[src/rtl/rf_wr_arbiter.sv]
// Register-file write-port arbiter: writeback always wins, multi-cycle results
// wait in an in-order buffer, with a starvation stall and pending-rd hazard query.
module rf_wr_arbiter #(
    parameter int DEPTH        = 2,
    parameter int STARVE_LIMIT = 4
) (
    input  logic        clk_i,
    input  logic        rst_n_i,
    input  logic        wb_we_i,
    input  logic [4:0]  wb_rd_i,
    input  logic [31:0] wb_data_i,
    input  logic        mu_valid_i,
    input  logic [4:0]  mu_rd_i,
    input  logic [31:0] mu_data_i,
    output logic        mu_ready_o,
    output logic        rf_we_o,
    output logic [4:0]  rf_rd_o,
    output logic [31:0] rf_data_o,
    output logic        stall_o,
    input  logic [4:0]  q_rs1_i,
    input  logic [4:0]  q_rs2_i,
    output logic        q_hit1_o,
    output logic        q_hit2_o
);
    localparam int AW = (DEPTH > 1) ? $clog2(DEPTH) : 1;
    localparam int CW = $clog2(DEPTH + 1);
    localparam logic [CW-1:0] FULL_CNT = CW'(DEPTH);
    localparam logic [3:0]    LIMIT    = 4'(STARVE_LIMIT);

    logic [CW-1:0] count_r;
    logic [AW-1:0] head_r;
    logic [AW-1:0] tail_r;
    logic [DEPTH-1:0] live_r;
    logic [4:0]    rd_mem_r   [DEPTH];
    logic [31:0]   data_mem_r [DEPTH];
    logic [3:0]    starve_r;
    logic          stall_r;
    logic          rf_we_r;
    logic [4:0]    rf_rd_r;
    logic [31:0]   rf_data_r;

    logic          wbv_s, mu_ready_s, mu_acc_s, deq_s, byp_s, enq_s, pend_s;
    logic [DEPTH-1:0] live_nxt_s;
    logic [3:0]    starve_nxt_s;
    logic          rf_we_nxt_s;
    logic [4:0]    rf_rd_nxt_s;
    logic [31:0]   rf_data_nxt_s;
    logic          hit1_s, hit2_s;

    // Request decode and port-slot selection.
    always_comb begin
        wbv_s      = wb_we_i & (wb_rd_i != 5'd0);
        mu_ready_s = (count_r < FULL_CNT) & rst_n_i;
        mu_acc_s   = mu_valid_i & mu_ready_s;
        deq_s      = ~wbv_s & (count_r != {CW{1'b0}});
        // A younger WB write to the same rd makes the MU result obsolete.
        pend_s     = mu_acc_s & (mu_rd_i != 5'd0) & ~(wbv_s & (mu_rd_i == wb_rd_i));
        byp_s      = pend_s & ~wbv_s & (count_r == {CW{1'b0}});
        enq_s      = pend_s & ~byp_s;
    end

    // Next register-file write, in priority order WB / head / bypass / idle.
    always_comb begin
        rf_we_nxt_s   = 1'b0;
        rf_rd_nxt_s   = rf_rd_r;
        rf_data_nxt_s = rf_data_r;
        if (wbv_s) begin
            rf_we_nxt_s   = 1'b1;
            rf_rd_nxt_s   = wb_rd_i;
            rf_data_nxt_s = wb_data_i;
        end else if (deq_s) begin
            rf_we_nxt_s   = live_r[head_r];
            rf_rd_nxt_s   = rd_mem_r[head_r];
            rf_data_nxt_s = data_mem_r[head_r];
        end else if (byp_s) begin
            rf_we_nxt_s   = 1'b1;
            rf_rd_nxt_s   = mu_rd_i;
            rf_data_nxt_s = mu_data_i;
        end else begin
            rf_we_nxt_s   = 1'b0;
        end
    end

    // Live-bit update: WB kill, dequeue retire, enqueue arm.
    always_comb begin
        live_nxt_s = live_r;
        for (int i = 0; i < DEPTH; i++) begin
            if (wbv_s && (rd_mem_r[i] == wb_rd_i)) begin
                live_nxt_s[i] = 1'b0;
            end else begin
                live_nxt_s[i] = live_nxt_s[i];
            end
        end
        if (deq_s) begin
            live_nxt_s[head_r] = 1'b0;
        end else begin
            live_nxt_s = live_nxt_s;
        end
        if (enq_s) begin
            live_nxt_s[tail_r] = 1'b1;
        end else begin
            live_nxt_s = live_nxt_s;
        end
    end

    // Starvation counter next value: cleared by a drain, saturating otherwise.
    always_comb begin
        if (deq_s) begin
            starve_nxt_s = 4'd0;
        end else if (wbv_s && (count_r != {CW{1'b0}}) && (starve_r < LIMIT)) begin
            starve_nxt_s = starve_r + 4'd1;
        end else begin
            starve_nxt_s = starve_r;
        end
    end

    // Pending-destination query over current live entries plus this cycle's accepted result.
    always_comb begin
        hit1_s = 1'b0;
        hit2_s = 1'b0;
        for (int i = 0; i < DEPTH; i++) begin
            if (live_r[i] && (rd_mem_r[i] == q_rs1_i)) begin
                hit1_s = 1'b1;
            end else begin
                hit1_s = hit1_s;
            end
            if (live_r[i] && (rd_mem_r[i] == q_rs2_i)) begin
                hit2_s = 1'b1;
            end else begin
                hit2_s = hit2_s;
            end
        end
        hit1_s = (q_rs1_i != 5'd0) & (hit1_s | (pend_s & (mu_rd_i == q_rs1_i)));
        hit2_s = (q_rs2_i != 5'd0) & (hit2_s | (pend_s & (mu_rd_i == q_rs2_i)));
    end

    // Control state and registered outputs.
    always_ff @(posedge clk_i or negedge rst_n_i) begin
        if (!rst_n_i) begin
            count_r   <= {CW{1'b0}};
            head_r    <= {AW{1'b0}};
            tail_r    <= {AW{1'b0}};
            live_r    <= {DEPTH{1'b0}};
            starve_r  <= 4'd0;
            stall_r   <= 1'b0;
            rf_we_r   <= 1'b0;
            rf_rd_r   <= 5'd0;
            rf_data_r <= 32'd0;
        end else begin
            case ({enq_s, deq_s})
                2'b10:   count_r <= count_r + CW'(1);
                2'b01:   count_r <= count_r - CW'(1);
                default: count_r <= count_r;
            endcase
            head_r    <= deq_s ? head_r + AW'(1) : head_r;
            tail_r    <= enq_s ? tail_r + AW'(1) : tail_r;
            live_r    <= live_nxt_s;
            starve_r  <= starve_nxt_s;
            stall_r   <= (starve_nxt_s == LIMIT);
            rf_we_r   <= rf_we_nxt_s;
            rf_rd_r   <= rf_rd_nxt_s;
            rf_data_r <= rf_data_nxt_s;
        end
    end

    // Buffer payload storage.
    always_ff @(posedge clk_i or negedge rst_n_i) begin
        if (!rst_n_i) begin
            for (int i = 0; i < DEPTH; i++) begin
                rd_mem_r[i]   <= 5'd0;
                data_mem_r[i] <= 32'd0;
            end
        end else if (enq_s) begin
            rd_mem_r[tail_r]   <= mu_rd_i;
            data_mem_r[tail_r] <= mu_data_i;
        end else begin
            rd_mem_r[tail_r]   <= rd_mem_r[tail_r];
            data_mem_r[tail_r] <= data_mem_r[tail_r];
        end
    end

    assign mu_ready_o = mu_ready_s;
    assign rf_we_o    = rf_we_r;
    assign rf_rd_o    = rf_rd_r;
    assign rf_data_o  = rf_data_r;
    assign stall_o    = stall_r;
    assign q_hit1_o   = hit1_s;
    assign q_hit2_o   = hit2_s;
endmodule

[config.mk]
export PLATFORM = sky130hd
export DESIGN_NAME = rf_wr_arbiter
export DESIGN_NICKNAME = d
export VERILOG_FILES = /design/src/rtl/rf_wr_arbiter.sv
export SDC_FILE = /design/constraint.sdc
export NUM_CORES = 1
export LEC_CHECK = 0
export ABC_AREA = 1
export BUFFER_PORTS_ARGS = -buffer_cell sky130_fd_sc_hd__buf_2
export CORE_ASPECT_RATIO = 0.6
export CORE_UTILIZATION = 30
export DETAILED_ROUTE_END_ITERATION = 6
export PLACE_DENSITY_LB_ADDON = 0.2
export SLEW_MARGIN = 20
export SYNTH_ARGS = -nofsm -noshare
export SYNTH_HDL_FRONTEND = slang
export SYNTH_SLANG_ARGS = --single-unit
[constraint.sdc]
create_clock -name clk_i -period 2.4 [get_ports clk_i]
set_input_delay 0.48 -clock clk_i [delete_from_list [all_inputs] [get_ports clk_i]]
set_output_delay 0.48 -clock clk_i [all_outputs]
set_load 0.01 [all_outputs]
Word level (Yosys, flattened, before mapping)
Index checks and enable logic that the tools add are counted.
- flip-flop bits (word level): 123
- input bits: 88
- output and inout port bits: 42
- logic and storage cells: 130
- add/subtract/negate cells: 5
- $lt $le $gt $ge: 9
- equality and inequality tests: 12
- multiplexer cells: 48
- bitwise logic cells: 24
- reductions and logical operators: 19
- operators by type and width (kind ; number):
    2-to-1 mux 32 bit ; 10
    bitwise mux 64 bit ; 2
    2-to-1 mux 64 bit ; 1
    2-to-1 mux 5 bit ; 10
    equality test 5 bit ; 9
    demux 32 bit (select 1 bit) ; 1
    bitwise mux 10 bit ; 2
    nonzero test 5 bit ; 4
    bitwise AND 1 bit ; 14
    2-to-1 mux 1 bit ; 13
    logical AND 1 bit ; 11
    2-to-1 mux 10 bit ; 1
    2-to-1 mux 4 bit ; 2
    demux 5 bit (select 1 bit) ; 1
    adder 4 x 1 -> 4 bit (second input constant) ; 1
    equality test 4 x 3 -> 1 bit (second input constant) ; 1
    >= comparator 2 bit (second input constant) ; 2
    < comparator 1 x 2 -> 1 bit (second input constant) ; 2
    < comparator 4 x 3 -> 1 bit (second input constant) ; 1
    2-to-1 mux 2 bit ; 2
    inverter 1 -> 2 bit ; 2
    case mux 2 bit (2 select lines) ; 1
    nonzero test 2 bit ; 2
    inverter 1 bit ; 3
    other kinds (15) ; 19

Depth between registers and ports, before layout
Gate-level depths: netlist of the first run.
- depth in word-level cells: 11
- gate-level depth with buffers: 13
- mapped depth without buffers: 11

Least setup slack after synthesis of the first run
No wires, ideal clock.
- kind: input to register
- from: input wb_rd_i[4]
- to: register count_r[1]
- library setup time: 131 ps
- arrival time: 1973 ps
- required time: 2269 ps
- setup slack: 296 ps
- cell stages on the path: 12
- buffers on the path: 2
- path through: buf_2 > nor2_1 > nand3_2 > nand2_4 > inv_4 > nand3_4 > nand3_2 > buf_2 > ha_1 > a21oi_1 > o21ai_0 > xor2_1
- cells in the longest elaborated chain, start to end: 11
- ends and longest elaborated chain (what ; RTL line ; source):
    from (decl) ; 10 ; input logic [4:0] wb_rd_i,
    nonzero test 5 bit ; 52 ; wbv_s = wb_we_i & (wb_rd_i != 5'd0);
    bitwise AND 1 bit ; 52 ;
    bitwise AND 1 bit ; 57 ; pend_s = mu_acc_s & (mu_rd_i != 5'd0) & ~(wbv_s & (mu_rd_i == wb_rd_i));
    inverter 1 bit ; 57 ;
    bitwise AND 1 bit ; 57 ;
    bitwise AND 1 bit (2 in a row) ; 58 ; byp_s = pend_s & ~wbv_s & (count_r == {CW{1'b0}});
    inverter 1 bit ; 59 ; enq_s = pend_s & ~byp_s;
    bitwise AND 1 bit ; 59 ;
    equality test 2 x 1 -> 1 bit or equality test 2 bit (tied branches) ; 150 ; case ({enq_s, deq_s})
    case mux 2 bit (2 select lines) or nonzero test 2 bit (tied branches) ; n/a ;
    to (signal assigned) ; 151 ; 2'b10: count_r <= count_r + CW'(1);
    to (signal assigned) ; 152 ; 2'b01: count_r <= count_r - CW'(1);
    to (signal assigned) ; 153 ; default: count_r <= count_r;
    to (decl) ; 30 ; logic [CW-1:0] count_r;
Several ways; a longest one is shown, not always the timed one.
A chain may end at the register's enable or synchronous reset.

Worst setup path after layout of the first run
- from: register rd_mem_r[4] (netlist name)
- to: output q_hit1_o
- cells in the longest elaborated chain, start to end: 5
- ends and longest elaborated chain (what ; RTL line ; source):
    from (decl) ; 34 ; logic [4:0] rd_mem_r [DEPTH];
    from (signal, indexed assignment) ; 174 ; rd_mem_r[tail_r] <= mu_rd_i;
    from (signal, indexed assignment) ; 177 ; rd_mem_r[tail_r] <= rd_mem_r[tail_r];
    equality test 5 bit ; 122 ; if (live_r[i] && (rd_mem_r[i] == q_rs1_i)) begin
    logical AND 1 bit ; 122 ;
    2-to-1 mux 1 bit ; 122 ;
    bitwise OR 1 bit ; 133 ; hit1_s = (q_rs1_i != 5'd0) & (hit1_s | (pend_s & (mu_rd_i == q_rs1_i)));
    bitwise AND 1 bit ; 133 ;
    to (decl) ; 22 ; output logic q_hit1_o,
Every way passes these cells.

==> run metrics, run 1 <==
Initial Util=31.1%; nets@finish=1503; fin area=0.00993 sq mm; Core ar.=0.0269 sq mm; Final HPWL DP=18.5 mm; Residual DRC=0; worst reg-to-reg path cell count=8; Routability Congestion=0.986; hold_ws=0.185 ns; CTS Buf Count=17; Core Util, Final=36.9%; antenna violations before repair=0; Layout area overhead=18.8%; Slowest cell on crit path=dfrtp_2; fin crit period=2.30 ns; max incr delay on CP=0.49 ns; max_slew headroom=48.3%; Die H=131 um; number of library cell types mapped by synthesis=29; Sinks on Clock Net=123; Setup TNS=0 ns; max cap viols=0; Synth Net Count=1421; DR iter-0 viols=901; Worst setup SP type=flop; Max Slew Vio Count=0; fin crit share=96.0%; Core Rows=46; boundary pin count=130; outcome=finished clean; CP Cell Sequence=inv_2 > nor2_1 > nor3_1 > nand3_1 > nand2_1 > inv_1 > a21oi_1 > buf_2; synthesized cell area=0.00836 sq mm; diode count=0; first-pass GRT wire length=45.5 mm; WL/cell=16.0 um; measured slew at the worst slew-check pin=0.776 ns; min-delay worst type=in -> async; Post-DP Area=0.00934 sq mm; WS Path Type=reg -> out; vias in the first global route=7830; post-synthesis instance total=1331; I/O Buffers=129; via count=8529; CP Max Fanout=7; achievable clock frequency=434 MHz; register area share after synthesis=36.8%; Top Family by Delay on Critical Path=flip-flops; worst skew pair latency=0.42 ns; Die Wd=217 um; CTS root buf=clkbuf_16; WP buf/inv=3; crit path DAT=1.82 ns; crit path setup slack, layout=0.0957 ns; pwr dens=1130 mW/mm^2; # setup viols final=0; required time of the worst setup path=1.92 ns; CTS tree=yes; Leakage=5.59 nW; Synth Register Bits=123; total track usage=20.4%; Worst-path clk slew=0.06 ns; Fin. Hold Viols=0; Mean Syn Cell Area=6.28 sq um; WL final=28.5 mm; Setup crit end kind=output port; Clock Skew=0.00833 ns; maximum vdd ir drop=707 uV; H-Tree Depth=4; die area=0.0286 sq mm; pre-CTS WS=0.188 ns; clock buffer depth=2; YS warnings=0; share of post-route cells with drive strength above 1=14.7%; cts hold-fix bufs=0; via/cell ratio=4.78; GR Overflow Total=0; DRT Pass-1 Iters=6; largest net degree at the start of global routing=188; Routed Antenna Nets=0; critical path depth=8
-- flip-flops by register name, indices dropped and copies added, names as in the netlist --
signal,flops
count_r,2
starve_r,4
tail_r,1
rf_data_o,32
live_r,2
rd_mem_r,10
head_r,1
rf_rd_o,5
data_mem_r,64
stall_o,1
rf_we_o,1
-- metal layers --
metal | up-vias | track usage (%) | part of all wire (%)
met2 | 303 | 26.5 | 39
met5 | - | 0 | 0
met3 | 14 | 5.05 | 7.5
li1 | 4302 | - | -
met1 | 3910 | 33.0 | 53
met4 | 0 | 3.44 | 0.59
-- where the power goes --
part	switching, mW	internal [mW]	leakage (nW)
combinational	3.28	1.71	3.75
sequential	0.709	2.95	1.56
clock	0.958	1.58	0.281
total	4.95	6.23	5.59
-- metrics by stage --
| step | cells | total power, mW |
|---|---|---|
| 3_5_place_dp | 1753 | 8.63 |
| 6_report | 1785 | 11.2 |
| 2_1_floorplan | 1331 | 6.88 |
| 3_3_place_gp | 1753 | 8.64 |
| 4_1_cts | 1784 | 11.2 |
| 5_1_grt | 1785 | 12.1 |
-- synth_stat cells, drive strengths merged --
cell,instances,area share (%)
o21ai,67,4.0
o22ai,5,0.37
dfrtp,123,37
a21oi,30,1.8
nand3,96,6.0
and3,1,0.075
nor3,10,0.60
xnor2,9,0.94
inv,200,9.0
nand3b,1,0.090
xor2,12,1.3
nand4,85,6.4
nor2,171,7.8
or2,4,0.30
ha,2,0.30
nand2,424,19
clkbuf,48,2.2
buf,43,2.9
-- cell families (layout without fill, tap and decap cells) --
logic type / count (synthesis) / in the layout / share of synthesized area, %
AO/OA/AOI/OAI: 102 / 102 / 6.18
XOR/XNOR: 21 / 21 / 2.20
adder cells (fa/ha/maj): 2 / 2 / 0.299
buffers and inverters: 291 / 385 / 14.0
flip-flops: 123 / 123 / 36.8
AND/OR/NAND/NOR: 792 / 792 / 40.5
-- what timing repair did --
action                                  in CTS  in global routing
buffers inserted                             0                  1
gates resized for setup                      1                  6
endpoints found under the setup margin       1                  2
pin swaps                                    0                  0
-- layout make-up --
cell class | instances | area, sq um
Timing Repair Buffer | 154 | 952
Clock buffer | 25 | 515
Sequential cell | 123 | 3090
Clock inverter | 6 | 60.1
Fill cell | 2890 | 16900
Tap cell | 360 | 450
Inverter | 200 | 753
Multi-Input combinational cell | 917 | 4110
-- path summary, 6_finish.rpt --
kind	from	endpoint	slack [ns]
setup / recovery	rd_mem_r[4]	q_hit1_o	0.1
min in group clk_i	wb_data_i[25]	rf_data_o[25]	0.39
max in group asynchronous	rst_n_i	tail_r	1.57
hold / removal	rst_n_i	data_mem_r[60]	0.18
hold reg to reg	rf_data_o[28]	rf_data_o[28]	0.48
setup reg to reg	count_r[1]	rf_rd_o[0]	0.43
-- cell usage in the layout, fill, tap and decap left out --
cell and instances:
a21oi_1 30, and3_1 1, buf_12 9, buf_2 128, buf_4 16, buf_6 1
bufinv_16 1, clkbuf_1 2, clkbuf_16 17, clkbuf_8 6, clkinv_2 3, clkinvlp_4 2
dfrtp_1 119, dfrtp_2 3, dfrtp_4 1, ha_1 2, inv_1 190, inv_2 9
inv_4 1, nand2_1 420, nand2_2 2, nand2_4 2, nand3_1 93, nand3_2 2
nand3_4 1, nand3b_1 1, nand4_1 85, nor2_1 169, nor2_2 1, nor2_4 1
nor3_1 10, o21ai_0 67, o22ai_1 5, or2_2 4, xnor2_1 9, xor2_1 12
(Power assumes the default switching activity.)
==> run 2, diff against run 1 <==
--- a/config.mk
+++ b/config.mk
@@ -7,6 +7,8 @@
 export LEC_CHECK = 0
 export ABC_AREA = 1
 export BUFFER_PORTS_ARGS = -buffer_cell sky130_fd_sc_hd__buf_2
+export CELL_PAD_IN_SITES_DETAIL_PLACEMENT = 1
+export CELL_PAD_IN_SITES_GLOBAL_PLACEMENT = 1
 export CORE_ASPECT_RATIO = 0.6
 export CORE_UTILIZATION = 30
 export DETAILED_ROUTE_END_ITERATION = 6
==> run metrics, run 2 (same netlist as run 1, synthesis figures left out) <==
clock network fraction of design power=25.5%; pwr dens=1160 mW/mm^2; Setup crit end kind=output port; WP buf/inv=3; antenna violations before repair=0; Internal=6.61 mW; Die H=131 um; largest net degree at the start of global routing=188; die area=0.0286 sq mm; R2R Setup Slk=0.32 ns; Top Family by Delay on Critical Path=flip-flops; nets@finish=1505; Final HPWL DP=20.0 mm; required time of the worst setup path=1.92 ns; I/O Buffers=129; vias in the first global route=8810; Core Util, Final=37.4%; WL final=30.0 mm; total track usage=21.8%; Max Slew Vio Count=0; Fin. Hold Viols=0; Worst setup SP type=flop; Routability Congestion=0.897; boundary pin count=130; number of flip-flops in the largest register=64; maximum vdd ir drop=580 uV; CP Max Fanout=7; Slowest cell on crit path=dfrtp_2; max incr delay on CP=0.44 ns; WL/cell=16.8 um; Layout area overhead=20.2%; Core Rows=46; CTS root buf=clkbuf_16; combinational power share=43.1%; cts hold-fix bufs=0; outcome=finished clean; max_slew headroom=44.2%; via/cell ratio=4.87; max cap viols=0; measured slew at the worst slew-check pin=0.832 ns; Sinks on Clock Net=123; CTS tree=yes; sw frac=43.5%; fin crit share=95.0%; GR Overflow Total=0; via count=8701; commonest non-fill, non-tap cell in the layout=nand2_1; DR iter-0 viols=613; crit path DAT=1.80 ns; Clock Skew=0.00868 ns; Post-CTS Setup Inserts=0; Setup TNS=0 ns; H-Tree Depth=4; Die Wd=217 um; achievable clock frequency=439 MHz; fin crit period=2.28 ns; worst skew pair latency=0.43 ns; WS Path Type=reg -> out; CP Cell Sequence=inv_2 > and3_4 > nand2_2 > inv_4 > nand3_1 > a21oi_1 > buf_2; Routed Antenna Nets=0; DRT Pass-1 Iters=5; Sw Pwr=5.09 mW; diode count=0; Worst-path clk slew=0.06 ns; min-delay worst type=in -> async; clock buffer depth=2; Residual DRC=0; pre-CTS WS=0.180 ns; Biggest register=data_mem_r; crit path setup slack, layout=0.120 ns; share of post-route cells with drive strength above 1=15.7%; commonest cells after routing, fill and taps aside=nand2_1, inv_1, nor2_1; RSZ-0062 raised after global routing=false; Initial Util=31.1%; Flop pwr share=31.4%; CTS Buf Count=17; # setup viols final=0; Core ar.=0.0269 sq mm; first-pass GRT wire length=48.9 mm; Leakage=5.62 nW
-- run 2: changes by cell type in the layout (fill, tap and decap cells not counted), sizes merged --
| cell | before | now |
|---|---|---|
| clkinvlp | 2 | 1 |
| clkbuf | 25 | 22 |
| buf | 154 | 156 |
| clkinv | 3 | 4 |
| bufinv | 1 | 5 |
-- run 2: cell type report --
cell class                 count  area [sq um]
multi-input combinational    917          4140
sequential                   123          3090
clock inverter                10           185
tap                          360           450
fill                        3511         16800
timing repair buffer         156           930
clock buffer                  22           484
inverter                     200           758
-- run 2: timing repair --
item,in CTS,in global routing
endpoints found under the hold margin,0,0
setup endpoints to repair,2,2
gates resized for setup,3,17
-- run 2: per-stage QoR --
step | area, sq um | power (mW) | std cells | hold slack, ns
floorplan | 8360 | 6.88 | 1331 | 0.184
global placement | 9340 | 8.61 | 1756 | 0.471
detailed placement | 9340 | 8.74 | 1756 | 0.476
CTS | 10000 | 11.8 | 1788 | 0.178
global route | 10000 | 12.7 | 1788 | 0.189
finish | 10000 | 11.7 | 1788 | 0.146
-- run 2: power groups by stage --
stage               clock network [mW]  registers, mW  logic, mW
finish                            2.98           3.68       5.04
detailed placement                   0           3.69       5.06
global placement                     0           3.66       4.95
global route                      3.14           3.80       5.74
floorplan                            0           3.55       3.33
CTS                               3.05           3.66       5.09
-- run 2: path summary, 6_finish.rpt --
kind,endpoint,from,cells after the start
max,q_hit2_o,count_r[1],7
min,rf_data_o[27],rst_n_i,2
max reg2reg,rf_data_o[21],count_r[1],9
min reg2reg,rf_data_o[30],rf_data_o[30],2
max in group asynchronous,tail_r,rst_n_i,2
min in group clk_i,rf_data_o[13],wb_data_i[13],5
-- run 2: metal layers --
metal,GRT usage (%),vias up,share of wire (%)
met5,0,-,0
met4,3.99,0,0.63
met3,3.52,16,3.6
met2,32.6,151,42
met1,32.7,4229,53
li1,-,4305,-
